===== config.mk =====
export PLATFORM = sky130hd
export DESIGN_NAME = mlc_pattern_gen
export DESIGN_NICKNAME = d
export VERILOG_FILES = /design/src/rtl/mlc_pattern_pkg.sv /design/src/rtl/mlc_lfsr32.sv /design/src/rtl/mlc_pattern_gen.sv
export SDC_FILE = /design/constraint.sdc
export NUM_CORES = 1
export LEC_CHECK = 0
export BUFFER_PORTS_ARGS = -buffer_cell sky130_fd_sc_hd__buf_2
export CAP_MARGIN = 10
export CORE_MARGIN = 5
export CORE_UTILIZATION = 45
export DETAILED_ROUTE_END_ITERATION = 10
export GPL_ROUTABILITY_DRIVEN = 0
export GPL_TIMING_DRIVEN = 0
export PLACE_DENSITY = 0.78
export SLEW_MARGIN = 10
export SYNTH_ARGS = -nofsm -noshare
export SYNTH_HDL_FRONTEND = slang
export SYNTH_SLANG_ARGS = --single-unit

===== constraint.sdc =====
create_clock -name clk -period 13.2 [get_ports clk]
set_clock_uncertainty 0.15 [all_clocks]
set_input_delay 1.98 -clock clk [delete_from_list [all_inputs] [get_ports clk]]
set_output_delay 1.98 -clock clk [all_outputs]
set_load 0.1 [all_outputs]

===== src/rtl/mlc_pattern_pkg.sv =====
`default_nettype none
// ============================================================================
//  Module      : mlc_pattern_pkg
//  Description : Shared types and constants for the MLC pattern generator.
//  Revision    : 1.0 - initial release
// ============================================================================
package mlc_pattern_pkg;

   // Pattern selection, encoded exactly as the mode input port
   typedef enum logic [1:0] {
      CHECKER     = 2'd0,
      CHECKER_INV = 2'd1,
      RAMP        = 2'd2,
      RANDOM      = 2'd3
   } pg_mode_e;

   // Sequencer state
   typedef enum logic [1:0] {
      IDLE = 2'd0,
      RUN  = 2'd1,
      DONE = 2'd2
   } pg_state_e;

   // Galois tap mask for x^32 + x^22 + x^2 + x + 1 (right-shifting form)
   localparam logic [31:0] C_LFSR_POLY = 32'h8020_0003;

endpackage : mlc_pattern_pkg
`default_nettype wire


===== src/rtl/mlc_lfsr32.sv =====
`default_nettype none
// ============================================================================
//  Module      : mlc_lfsr32
//  Description : 32-bit Galois LFSR with synchronous seed load and step.
//  Revision    : 1.0 - initial release
// ============================================================================
module mlc_lfsr32
   import mlc_pattern_pkg::*;
#(
   parameter logic [31:0] SEED = 32'hACE1_2024
) (
   input  logic        clk,
   input  logic        rst,
   input  logic        load,
   input  logic        step,
   output logic [31:0] state
);

   logic [31:0] r_state;
   logic [31:0] w_state_nxt;

   // One Galois shift: feed the outgoing bit back through the tap mask
   always_comb begin
      w_state_nxt = {1'b0, r_state[31:1]} ^ (r_state[0] ? C_LFSR_POLY : 32'd0);
   end

   // State register; load wins over step so a restart always begins at SEED
   always_ff @(posedge clk or negedge rst) begin
      if (!rst) begin
         r_state <= SEED;
      end else if (load) begin
         r_state <= SEED;
      end else if (step) begin
         r_state <= w_state_nxt;
      end
   end

   assign state = r_state;

endmodule : mlc_lfsr32
`default_nettype wire


===== src/rtl/mlc_pattern_gen.sv =====
`default_nettype none
// ============================================================================
//  Module      : mlc_pattern_gen
//  Description : Multi-level-cell data pattern generator. Streams words of
//                WORD_WIDTH cells (checkerboard, inverse checkerboard, level
//                ramp or pseudo-random) over a valid/ready interface.
//  Revision    : 1.0 - initial release
// ============================================================================
module mlc_pattern_gen
   import mlc_pattern_pkg::*;
#(
   parameter int          WORD_WIDTH = 48,
   parameter int          BPC_MAX    = 3,
   parameter int          ADDR_WIDTH = 16,
   parameter logic [31:0] SEED       = 32'hACE1_2024
) (
   input  logic                          clk,
   input  logic                          rst,
   input  logic                          enable,
   input  logic [1:0]                    mode,
   input  logic [BPC_MAX:0]              num_levels,
   input  logic [ADDR_WIDTH-1:0]         num_words,
   input  logic                          data_ready,
   output logic                          data_valid,
   output logic [WORD_WIDTH*BPC_MAX-1:0] data_out,
   output logic [ADDR_WIDTH-1:0]         addr_out,
   output logic                          done,
   output logic                          cfg_err
);

   localparam int unsigned C_MAX_LEVELS = 32'd1 << BPC_MAX;

   pg_state_e                     r_state;
   pg_state_e                     w_state_nxt;
   pg_mode_e                      r_mode;
   logic [BPC_MAX:0]              r_levels;
   logic [BPC_MAX-1:0]            r_mask;
   logic [BPC_MAX-1:0]            r_ramp;
   logic [ADDR_WIDTH-1:0]         r_addr;
   logic [ADDR_WIDTH-1:0]         r_last;
   logic                          r_cfg_err;
   logic [31:0]                   w_lfsr;
   logic [BPC_MAX-1:0]            w_lm1;
   logic [BPC_MAX-1:0]            w_mask_new;
   logic                          w_lvl_legal;
   logic                          w_start;
   logic                          w_beat;
   logic [WORD_WIDTH*BPC_MAX-1:0] w_cells;

   assign w_lvl_legal = (32'(num_levels) >= 32'd2) && (32'(num_levels) <= C_MAX_LEVELS);
   assign w_start     = (r_state == IDLE) && enable && w_lvl_legal;
   assign w_beat      = (r_state == RUN) && data_ready;
   // Modulo-2**BPC_MAX subtraction also gives the right top level when L = 2**BPC_MAX
   assign w_lm1       = r_levels[BPC_MAX-1:0] - 1'b1;

   // Mask of clog2(L) low bits, derived from the requested level count at start
   always_comb begin
      w_mask_new    = '0;
      w_mask_new[0] = 1'b1;
      for (int b = 1; b < BPC_MAX; b++) begin
         if ((32'd1 << b) < 32'(num_levels)) begin
            w_mask_new[b] = 1'b1;
         end
      end
   end

   // FSM state register
   always_ff @(posedge clk or negedge rst) begin
      if (!rst) begin
         r_state <= IDLE;
      end else begin
         r_state <= w_state_nxt;
      end
   end

   // FSM next-state logic; dropping enable aborts a run or releases DONE
   always_comb begin
      w_state_nxt = r_state;
      case (r_state)
         IDLE: begin
            if (w_start) begin
               w_state_nxt = RUN;
            end
         end
         RUN: begin
            if (!enable) begin
               w_state_nxt = IDLE;
            end else if (w_beat && (r_addr == r_last)) begin
               w_state_nxt = DONE;
            end
         end
         DONE: begin
            if (!enable) begin
               w_state_nxt = IDLE;
            end
         end
         default: w_state_nxt = IDLE;
      endcase
   end

   // FSM outputs; the word is only presented while RUN
   always_comb begin
      data_valid = (r_state == RUN);
      done       = (r_state == DONE);
      data_out   = (r_state == RUN) ? w_cells : '0;
   end

   // Config latch, address/ramp counters and sticky configuration error
   always_ff @(posedge clk or negedge rst) begin
      if (!rst) begin
         r_mode    <= CHECKER;
         r_levels  <= '0;
         r_mask    <= '0;
         r_ramp    <= '0;
         r_addr    <= '0;
         r_last    <= '0;
         r_cfg_err <= 1'b0;
      end else if (w_start) begin
         r_mode    <= pg_mode_e'(mode);
         r_levels  <= num_levels;
         r_mask    <= w_mask_new;
         r_ramp    <= '0;
         r_addr    <= '0;
         r_last    <= (num_words == '0) ? '0 : num_words - 1'b1;
         r_cfg_err <= 1'b0;
      end else begin
         if ((r_state == IDLE) && enable) begin
            r_cfg_err <= 1'b1;
         end
         if (w_beat) begin
            r_addr <= r_addr + 1'b1;
            r_ramp <= (r_ramp == w_lm1) ? '0 : r_ramp + 1'b1;
         end
      end
   end

   assign addr_out = r_addr;
   assign cfg_err  = r_cfg_err;

   mlc_lfsr32 #(
      .SEED (SEED)
   ) u_lfsr (
      .clk   (clk),
      .rst   (rst),
      .load  (w_start),
      .step  (w_beat),
      .state (w_lfsr)
   );

   // Per-cell level mux
   for (genvar gi = 0; gi < WORD_WIDTH; gi++) begin : g_cell
      localparam logic C_ODD = 1'((gi % 2) == 1);

      logic [BPC_MAX-1:0] w_raw;
      logic [BPC_MAX-1:0] w_msk;
      logic [BPC_MAX-1:0] w_rnd;
      logic [BPC_MAX-1:0] w_lvl;
      logic               w_par;

      for (genvar gj = 0; gj < BPC_MAX; gj++) begin : g_bit
         assign w_raw[gj] = w_lfsr[(gi*BPC_MAX + gj) % 32];
      end

      assign w_msk = w_raw & r_mask;
      // Masked value is below 2L, so a single conditional subtract folds it into 0..L-1
      assign w_rnd = ({1'b0, w_msk} >= r_levels) ? (w_msk - r_levels[BPC_MAX-1:0]) : w_msk;
      assign w_par = r_addr[0] ^ C_ODD;

      // Select the level for this cell from the latched mode
      always_comb begin
         w_lvl = '0;
         case (r_mode)
            CHECKER:     w_lvl = w_par ? w_lm1 : '0;
            CHECKER_INV: w_lvl = w_par ? '0 : w_lm1;
            RAMP:        w_lvl = r_ramp;
            default:     w_lvl = w_rnd;
         endcase
      end

      assign w_cells[gi*BPC_MAX +: BPC_MAX] = w_lvl;
   end

endmodule : mlc_pattern_gen
`default_nettype wire

==> summary.md, run 1 <==
| Metric | Value |
|---|---|
| #FFs+latches synth | `just under 80` |
| Initial antenna violation count | `3` |
| Synth Area per Inst | `7.64 sq um` |
| Area contributors post-synth | `dfrtp_1, ha_1, nand2_1` |
| Post-synth top area share | `0.171` |
| Post-Synth Adder-Cell Area | `0.191` |
| Drt drc | `0` |
| Crit Path Max Fanout | `21` |
| Final worst-path cycle share | `0.483` |
| GR Overflow Total | `0` |
| Ys flop type | `dfrtp_1` |
| Clk_lat worst skew | `between 0.3 and 0.4 ns` |
| Die width | `159 um` |
| Synth area leader | `dfrtp_1` |
| Post-cts sizing count | `0` |
| RSZ-0062 raised after global routing | `false` |
| Site Rows | `54` |
| Compound-Gate Fraction of Synth Area | `0.213` |
| Fillcell total | `2043` |
| Fin crit period | `6.37 ns` |
| P_sw | `0.00171 W` |
| XOR/XNOR share of the synthesized area | `0.0440` |
| Area Growth Syn to Fin | `17.2%` |
| Post-Synthesis Cells | `1302` |
| DP Wirelength | `26600 um` |
| Detailed-route via count | `10800` |
| Slew Viols, Final | `0` |
| Share of layout cells above drive strength 1 | `0.212` |
| CP Class | `reg2out` |
| DIE HEIGHT | `159 um` |
| Leak | `5.75 nW` |
| Antenna violation net count after detailed routing | `0` |
| Initial core utilization | `0.456` |
| Setup TNS | `0 ns` |
| Critical path, cell by cell | `buf_12 -> inv_2 -> buf_16 -> ha_1 -> xnor2_1 -> o21ai_0 -> nand2_1 -> clkbuf_1 -> a21oi_1 -> buf_4 -> buf_2` |
| Worst-case clock buffer depth | `2` |
| Diode count | `0` |
| Syn nets | `1461` |
| Final hold violation count | `0` |
| Routed WL | `36100 um` |
| Yosys cell types | `49` |
| FMAX | `157 MHz` |
| Vias per cell | `approximately 6.1` |
| Int Power | `0.00104 W` |
| Crit path max-delay cell type | `dfrtp_4` |
| I/O pin cnt | `around 190` |
| Most numerous cell in the Yosys netlist | `nand2_1` |
| Footprint of the multi-input gates | `between 7000 and 8000 sq um` |
| Post-Synth Simple-Gate Area | `0.237` |
| Syn. warnings | `0` |
| Combinational share of power | `0.756` |
| Final setup viols | `0` |
| Final Util | `0.534` |
| Sw Ratio | `0.623` |
| TritonCTS clock tree | `done` |
| Root Driver | `clkbuf_16` |
| Relative slew margins | `0.429` |
| Final nets | `about 1700` |
| CTS clk-pin slew, worst paths | `~0.07 ns` |
| Seq/Total Area, Yosys | `0.200` |
| # Post-CTS Setup Buffers | `0` |
| CP Capture Type | `primary output` |
| Multiplexer share of the synthesized area | `0.0384` |
| Die Area | `25200 sq um` |
| DRT Pass-1 Iters | `5` |
| Ys async rst share | `1.00` |
| Gr usage total | `0.279` |
| Clock network power share | `0.094` |
| I/O Buffers | `188` |
| Avg WL per Cell | `20.2 um` |
| Hold_ws | `0.355 ns` |
| EDFF count, synth | `0` |
| Core Box Area | `21800 sq um` |
| Measured slew at the worst slew-check pin | `0.855 ns` |
| Total clock buffers created by CTS | `9` |
| Largest net degree at the start of global routing | `62` |
| Worst path max stage delay | `roughly 0.7 ns` |
| Worst VDD drop | `approximately 130 uV` |
| Vias in the first global route | `10400` |
| Syn Std Cell Area | `9950 sq um` |
| PD cells | `about 240 nW/um^2` |
| CTS Hold Bufs | `0` |
| CP Launch Type | `flop` |
| Worst path required time | `11.07 ns` |
| Largest family of logic cells by synthesized area | `simple AND/OR/NAND/NOR gates` |
| Global-route wire length before repair | `55100 um` |
| Register area | `2000 sq um` |
| Outcome | `complete, no violations` |
| Hold Path Class | `reg2reg` |
| Sequential share of power | `0.150` |
| Initial DRC Count | `1116` |
| Clock Sinks | `79` |
| Worst endpoint data arrival time | `4.24 ns` |
| CTS H-Tree Depth | `3` |
| Commonest cells post-synth | `nand2_1, a21oi_1, ha_1` |
| Total of max-cap violations | `0` |
## routing by layer
layer | vias to the layer above | track usage | wire [um]
met2 | 688 | 0.441 | 15600
met3 | 182 | 0.0617 | 4610
met4 | 6 | 0.163 | 2420
li1 | 4889 | - | -
met1 | 5070 | 0.350 | 13400
met5 | - | 0 | 51
## registers in the layout, summed over array words and instances (netlist names)
| name | count |
|---|---|
| r_last | 16 |
| addr_out | 16 |
| r_state | 2 |
| r_mask | 3 |
| r_ramp | 3 |
| r_mode | 2 |
| u_lfsr.state | 32 |
| cfg_err | 1 |
| r_levels | 4 |
## path summary, 6_finish.rpt
path                       cells after the start                           end  slack (ns)               startpoint
min reg2reg                                    2         r_last[9]$_DFFE_PN0P_        0.36    r_last[9]$_DFFE_PN0P_
min in group asynchronous                      1       addr_out[9]$_DFFE_PN0P_        1.37                      rst
max in group asynchronous                      2  u_lfsr.state[31]$_DFFE_PN1P_       10.91                      rst
max                                           11                 data_out[143]        6.83  r_levels[1]$_DFFE_PN0P_
max reg2reg                                    6       r_levels[3]$_DFFE_PN0P_       10.25  r_levels[3]$_DFFE_PN0P_
min                                            2         r_last[9]$_DFFE_PN0P_        0.36    r_last[9]$_DFFE_PN0P_
## metrics by stage
| step | cell area (sq um) | total power (W) | setup WS, ns | instances |
|---|---|---|---|---|
| after floorplan | 9950 | 0.00202 | 5.21 | 1302 |
| after global placement | 11200 | 0.00239 | 4.45 | 1770 |
| after detailed placement | 11300 | 0.00246 | 7.24 | 1774 |
| after CTS | 11700 | 0.00272 | 6.88 | 1790 |
| after global routing | 11700 | 0.00290 | 6.73 | 1790 |
| final | 11700 | 0.00275 | 6.83 | 1790 |
## cells by family after synthesis
kind of cell    count (synthesis)
simple gates                  501
compound gates                353
buf+inv                       152
fa+ha+maj                     133
flops                          79
xor+xnor                       50
mux                            34
## power groups by stage
stage                     Combinational, W  Sequential, W  Clock [W]
after floorplan                    0.00163       0.000388          0
after global placement             0.00197       0.000419          0
after detailed placement           0.00205       0.000409          0
after CTS                          0.00206       0.000404   0.000259
after global routing               0.00222       0.000413   0.000272
final                              0.00208       0.000413   0.000257
## critical path: cells and delay by family (launching register included)
kind                     cells  cell delay, ns
adder cells (fa/ha/maj)      1            0.20
XOR/XNOR                     1            0.37
AND/OR/NAND/NOR              1            0.43
AO/OA/AOI/OAI                2            0.27
buffers and inverters        6            1.91
flip-flops                   1            0.71
## cells in the final DEF, fill, tap and decap left out, types with 3 or more instances in the layout
cell type / instances
buf_2: 187
nor2_1: 78
o31ai_1: 5
dfrtp_1: 66
ha_1: 101
nand4_1: 4
xnor2_1: 19
nor4_1: 4
a21boi_0: 32
nor3_1: 28
xor2_1: 31
o211ai_1: 3
fa_1: 32
inv_6: 3
clkbuf_1: 58
o21ai_2: 10
buf_1: 8
o21bai_1: 32
clkbuf_16: 9
nand2_1: 214
inv_1: 35
mux2_2: 33
o21ai_0: 51
nand3_1: 51
nand2b_1: 4
and2_1: 35
nor2b_1: 66
buf_4: 49
dfstp_2: 11
buf_16: 3
o22ai_1: 32
a21oi_1: 119
a31oi_1: 65
## final cells by class
class / instances / area share
Clock buffer: 9 / 0.0193
Multi-Input combinational cell: 1071 / 0.618
Buffer: 115 / 0.0531
Sequential cell: 79 / 0.171
Tap cell: 280 / 0.0300
Inverter: 37 / 0.0119
Clock inverter: 7 / 0.00719
Timing Repair Buffer: 192 / 0.0897
(Power assumes the default switching activity.)
==> run 2, diff against run 1 <==
==> constraint.sdc (replaced) <==
create_clock -name clk -period 5.9 [get_ports clk]
set_clock_uncertainty 0.15 [all_clocks]
set_input_delay 0.885 -clock clk [delete_from_list [all_inputs] [get_ports clk]]
set_output_delay 0.885 -clock clk [all_outputs]
set_load 0.1 [all_outputs]
==> run 2 against run 1 <==
Effect of this change:
- total power rose by 120%
- non-clock buffer count fell by 1
- combinational power rose by 130%
- die area did not move
- sequential share of layout area fell by 0.26 points
- count of clock-buffer cells in the layout rose by 4
- clock power rose by 110%
- worst hold slack got worse by 0.10 ns
- register-to-register slack got worse by 7.3 ns
- via count fell by 0.41%
- wire length fell by 3.1%
==> summary.md, run 2 (synthesis gave the netlist of run 1 again) <==
| Metric | Value |
|---|---|
| Outcome | `complete, no violations` |
| Initial core utilization | `0.456 (unchanged)` |
| Crit Path Max Fanout | `33 (+57%)` |
| Power, Total | `0.00615 W (+120%)` |
| CP Depth | `8 (-3)` |
| DP Wirelength | `26000 um (-2.1%)` |
| CP Capture Type | `primary output` |
| Share of layout cells above drive strength 1 | `0.243 (+0.0306)` |
| Total of max-cap violations | `0 (unchanged)` |
| Root Driver | `clkbuf_16` |
| Clk_lat worst skew | `0.35 ns (about the same)` |
| DIE HEIGHT | `159 um (unchanged)` |
| Measured slew at the worst slew-check pin | `0.991 ns (+0.136 ns)` |
| CTS H-Tree Depth | `3 (unchanged)` |
| Die Area | `25200 sq um (unchanged)` |
| Final Util | `0.543 (+0.00831)` |
| Die width | `159 um (unchanged)` |
| Routed WL | `35000 um (-3.1%)` |
| FMAX | `183 MHz` |
| Placed insts | `1773 (-0.056%)` |
| Total clock buffers created by CTS | `9 (unchanged)` |
| Critical path, cell by cell | `inv_2 -> ha_1 -> xnor2_1 -> o21ai_0 -> nand2_1 -> clkbuf_1 -> a21oi_1 -> buf_2` |
| Avg WL per Cell | `19.5 um (-3.1%)` |
| Detailed-route via count | `10800 (-0.41%)` |
| GR Overflow Total | `0 (unchanged)` |
| Final nets | `1663 (-0.060%)` |
| Hold Path Class | `in2async` |
| FF-to-FF path depth | `6 (unchanged)` |
| TritonCTS clock tree | `done` |
| Area Growth Syn to Fin | `19.0%` |
| R2R setup slack | `2.91 ns (-7.34 ns)` |
| Initial DRC Count | `947 (-15%)` |
| RSZ-0062 raised after global routing | `false` |
| Drt drc | `0 (unchanged)` |
| I/O Buffers | `188 (unchanged)` |
| PD cells | `519 nW/um^2 (+120%)` |
| DRT Pass-1 Iters | `6 (+1)` |
| Worst-case clock buffer depth | `2 (unchanged)` |
| Antenna violation net count after detailed routing | `0 (unchanged)` |
| Final std cells w/o fill | `1790 (unchanged)` |
| Leak | `5.73 nW (-0.44%)` |
| Gr usage total | `0.270 (-0.00904)` |
| Post-cts sizing count | `0 (unchanged)` |
| Worst path max stage delay | `0.99 ns (+0.28 ns)` |
| CTS Hold Bufs | `0 (unchanged)` |
| Top delay family on crit path | `buffers and inverters` |
| Most frequent cells in the layout | `nand2_1, buf_2, ha_1` |
| CP Launch Type | `flop` |
| Core Box Area | `21800 sq um (unchanged)` |
| Final worst-path cycle share | `0.927` |
| Largest net degree at the start of global routing | `65 (+4.8%)` |
| CP Class | `reg2out` |
| Largest register FFs | `32 (unchanged)` |
| CTS clk-pin slew, worst paths | `0.07 ns (about the same)` |
| Final setup viols | `0 (unchanged)` |
| Crit path buf inv count | `3 (-3)` |
| Vias per cell | `6.03 (-0.41%)` |
| Worst path required time | `4.87 ns (-6.20 ns)` |
| Commonest non-fill, non-tap cell in the layout | `nand2_1` |
| Fin crit period | `5.47 ns` |
| Vias in the first global route | `10200 (-2.3%)` |
| Initial antenna violation count | `3 (unchanged)` |
| Worst VDD drop | `260 uV (+93%)` |
| Final hold violation count | `0 (unchanged)` |
| Worst endpoint data arrival time | `4.44 ns (+0.20 ns)` |
| Site Rows | `54 (unchanged)` |
| Relative slew margins | `0.340 (-0.0900)` |
| Crit path max-delay cell type | `dfrtp_4` |
| Clock Sinks | `79 (unchanged)` |
| Slew Viols, Final | `0 (unchanged)` |
| Global-route wire length before repair | `53600 um (-2.6%)` |
| I/O pin cnt | `189 (unchanged)` |
| # Post-CTS Setup Buffers | `0 (unchanged)` |
## run 2: per-layer routing
layer / part of all wire / global-route usage / wire length, um / vias up
met5: 0.00057 / 0 / 20 / -
met1: 0.37 / 0.333 / 13000 / 5058
li1: - / - / - / 4902
met4: 0.057 / 0.129 / 2010 / 4
met2: 0.46 / 0.445 / 16000 / 656
met3: 0.11 / 0.0633 / 3990 / 171
## run 2: final timing paths
check | to | start
min in group clk | cfg_err$_DFFE_PN0P_ | cfg_err$_DFFE_PN0P_
setup / recovery | data_out[62] | r_levels[1]$_DFFE_PN0P_
hold reg to reg | cfg_err$_DFFE_PN0P_ | cfg_err$_DFFE_PN0P_
setup reg to reg | r_levels[3]$_DFFE_PN0P_ | r_levels[3]$_DFFE_PN0P_
max in group asynchronous | u_lfsr.state[2]$_DFFE_PN1P_ | rst
hold / removal | u_lfsr.state[0]$_DFFE_PN0P_ | rst
## run 2: cell type report
cell class / instances / area (sq um)
antenna: 1 / 2.50
tap: 280 / 350
timing repair buffer: 191 / 1020
clock inverter: 3 / 25.0
clock buffer: 13 / 270
buffer: 115 / 619
multi-input combinational: 1071 / 7420
inverter: 37 / 139
sequential: 79 / 2000
fill: 2003 / 9980
## run 2: stage by stage
step	hold slack, ns	setup slack, ns	cell area (sq um)	setup TNS [ns]
final	0.250	0.429	11800	0
after global routing	0.261	0.234	11800	0
after CTS	0.250	0.518	11800	0
after detailed placement	0.328	0.908	11500	0
after global placement	0.312	-0.431	11500	-9.48
after floorplan	0.318	0.338	10200	0
## run 2: worst register-to-register path: stages (launching register included)
cell      delay (ns)
dfrtp_1         0.38
clkbuf_1        0.55
clkbuf_1        0.48
clkbuf_1        0.63
clkbuf_1        0.55
nand2_1         0.10
nand2_1         0.10
## run 2: where the power goes
part	internal (W)	total, W	switching, W
clock	0.000322	0.000551	0.000229
combinational	0.00133	0.00470	0.00338
sequential	0.000668	0.000894	0.000227
total	0.00232	0.00615	0.00383
==> run 3, diff against run 2 <==
--- a/config.mk
+++ b/config.mk
@@ -12,7 +12,8 @@
 export DETAILED_ROUTE_END_ITERATION = 10
 export GPL_ROUTABILITY_DRIVEN = 0
 export GPL_TIMING_DRIVEN = 0
-export PLACE_DENSITY = 0.78
+export PLACE_DENSITY = 0.74
+export RECOVER_POWER = 50
 export SLEW_MARGIN = 10
 export SYNTH_ARGS = -nofsm -noshare
 export SYNTH_HDL_FRONTEND = slang
==> constraint.sdc (replaced) <==
create_clock -name clk -period 5.1 [get_ports clk]
set_clock_uncertainty 0.15 [all_clocks]
set_input_delay 0.765 -clock clk [delete_from_list [all_inputs] [get_ports clk]]
set_output_delay 0.765 -clock clk [all_outputs]
set_load 0.1 [all_outputs]
==> run 3 against run 2 <==
Effect of this change:
- the flow now finishes with violations (max-capacitance violations, max-slew violations)
- die area is the same
- total power increased by 18%
- sequential power up 20%
- non-clock buffer count grew 2
- critical endpoint is now data_out[125]
- largest power group unchanged
- highest routed layer is now met4
==> summary.md, run 3 (synthesis gave the netlist of run 1 again) <==
| Metric | Value |
|---|---|
| Total clock buffers created by CTS | `9 (unchanged)` |
| Final worst-path cycle share | `0.940` |
| Leak | `5.66 nW (-1.2%)` |
| Vias in the first global route | `10100 (-0.64%)` |
| Relative slew margins | `-0.0386 (-0.378)` |
| CP Launch Type | `flop` |
| FF-to-FF path depth | `6 (unchanged)` |
| Detailed-route via count | `10700 (-0.57%)` |
| Failing checks | `max-capacitance violations, max-slew violations` |
| DRT Pass-1 Iters | `5 (-1)` |
| Hold EP | `cfg_err$_DFFE_PN0P_` |
| Measured slew at the worst slew-check pin | `1.56 ns (+0.567 ns)` |
| CP Class | `reg2out` |
| Uppermost routed layer | `met4` |
| Worst slack, placed | `0.451 ns (-0.457 ns)` |
| Hold_ws | `0.365 ns (+0.115 ns)` |
| CTS H-Tree Depth | `3 (unchanged)` |
| Critical Path Source | `r_levels[3]$_DFFE_PN0P_` |
| Metal-1 WL | `13700 um (+5.2%)` |
| Fillcell total | `2026 (+1.1%)` |
| Gr usage total | `0.274 (+0.00382)` |
| Clk_lat worst skew | `0.33 ns (-0.02 ns)` |
| Vias per cell | `5.99 (-0.62%)` |
| Initial core utilization | `0.456 (unchanged)` |
| Reg2reg start | `r_levels[3]$_DFFE_PN0P_` |
| DIE HEIGHT | `159 um (unchanged)` |
| Die width | `159 um (unchanged)` |
| Initial antenna violation count | `0 (-3)` |
| R2R setup slack | `2.15 ns (-0.76 ns)` |
| Routed WL | `36100 um (+3.2%)` |
| Global-route wire length before repair | `53900 um (+0.44%)` |
| Worst-case clock buffer depth | `2 (unchanged)` |
| I/O pin cnt | `189 (unchanged)` |
| Initial DRC Count | `1003 (+5.9%)` |
| Most frequent cells in the layout | `nand2_1, buf_2, ha_1` |
| DP Wirelength | `26500 um (+2.1%)` |
| Site Rows | `54 (unchanged)` |
| Largest register FFs | `32 (unchanged)` |
| Root Driver | `clkbuf_16` |
| Commonest non-fill, non-tap cell in the layout | `nand2_1` |
| Slew Viols, Final | `27 (+27)` |
| Diode count | `0 (-1)` |
| Core Box Area | `21800 sq um (unchanged)` |
| Die Area | `25200 sq um (unchanged)` |
| Crit Path Max Fanout | `10 (-70%)` |
| Final setup viols | `0 (unchanged)` |
| Drt drc | `0 (unchanged)` |
| Clock Sinks | `79 (unchanged)` |
| Power, Total | `0.00727 W (+18%)` |
| Met3 WL | `4520 um (+13%)` |
| Hold Crit Depth | `2` |
| Share of layout cells above drive strength 1 | `0.249 (+0.00630)` |
| I/O Buffers | `188 (unchanged)` |
| Worst endpoint data arrival time | `3.88 ns (-0.56 ns)` |
| Avg WL per Cell | `20.1 um (+3.1%)` |
| Hold Path Class | `reg2reg` |
| RSZ-0062 raised after global routing | `false` |
| Final nets | `1665 (+0.12%)` |
| Worst setup margin | `0.308 ns (-0.121 ns)` |
| Total of max-cap violations | `1 (+1)` |
| PD cells | `606 nW/um^2 (+17%)` |
| Worst path required time | `4.18 ns (-0.69 ns)` |
| GR Overflow Total | `0 (unchanged)` |
| Worst hold start | `cfg_err$_DFFE_PN0P_` |
| Fin crit period | `4.79 ns` |
| Final std cells w/o fill | `1791 (+0.056%)` |
| Antenna violation net count after detailed routing | `0 (unchanged)` |
| Area Growth Syn to Fin | `20.7%` |
| TritonCTS clock tree | `done` |
| CP Capture Type | `primary output` |
| Met2 wire len | `15900 um (-0.63%)` |
| RR Endpoint | `r_levels[3]$_DFFE_PN0P_` |
| Outcome | `finished with violations` |
| Final hold violation count | `0 (unchanged)` |
| Placed insts | `1774 (+0.056%)` |
| CTS clk-pin slew, worst paths | `0.06 ns (about the same)` |
| FMAX | `209 MHz` |
| Largest net degree at the start of global routing | `54 (-17%)` |
| CTS Hold Bufs | `0 (unchanged)` |
| Worst VDD drop | `373 uV (+43%)` |
[run 3: changes by cell type in the layout (fill, tap and decap cells not counted), sizes merged]
cell      change
clkinv        +1
buf          -22
diode         -1
clkbuf       +21
inv           -1
clkinvlp      +1
bufinv        +2
[run 3: routing by layer]
metal	vias up	track usage
li1	4906	-
met1	5033	0.351
met2	644	0.441
met3	147	0.0533
met4	0	0.134
met5	-	0
[run 3: critical path, stage by stage (launching register included)]
cell and delay (ns):
dfrtp_1 0.42, clkbuf_1 0.46, clkbuf_1 0.44, clkbuf_1 0.60, buf_1 0.55, o22ai_1 0.28, a21oi_2 0.24, buf_4 0.13
buf_2 0.41
[run 3: what timing repair did]
item | CTS | global route
buffers inserted | 0 | 1
endpoints found under the hold margin | 0 | 0
resized for setup | 0 | 3
endpoints found under the setup margin | 0 | 13
[run 3: worst max path at each step]
stage                          to  depth (start not counted)
floorplan           data_out[134]                          8
global placement    data_out[131]                          9
detailed placement  data_out[131]                          9
CTS                 data_out[131]                          9
global route        data_out[140]                         10
finish              data_out[125]                          8
[run 3: final cells by class]
cell class,instances,area [sq um],area share
Sequential cell,79,2000,0.166
Clock inverter,6,85.1,0.00709
Multi-Input combinational cell,1071,7560,0.629
Tap cell,280,350,0.0292
Timing Repair Buffer,193,1030,0.0857
Clock buffer,10,229,0.0191
Inverter,37,139,0.0116
Buffer,115,621,0.0517
[run 3: where the power goes]
| part | leakage [nW] | internal (W) | switching [W] |
|---|---|---|---|
| sequential | 1.00 | 0.000773 | 0.000299 |
| combinational | 4.51 | 0.00156 | 0.00397 |
| clock | 0.148 | 0.000427 | 0.000250 |
| total | 5.66 | 0.00276 | 0.00451 |
[run 3: metrics by stage]
stage	utilization	TNS, ns	instance area, sq um
after floorplan	-	-6.57	10300
after global placement	0.533	-84.66	11600
after detailed placement	0.537	0	11700
after CTS	0.552	0	12000
after global routing	0.550	0	12000
final	0.550	0	12000
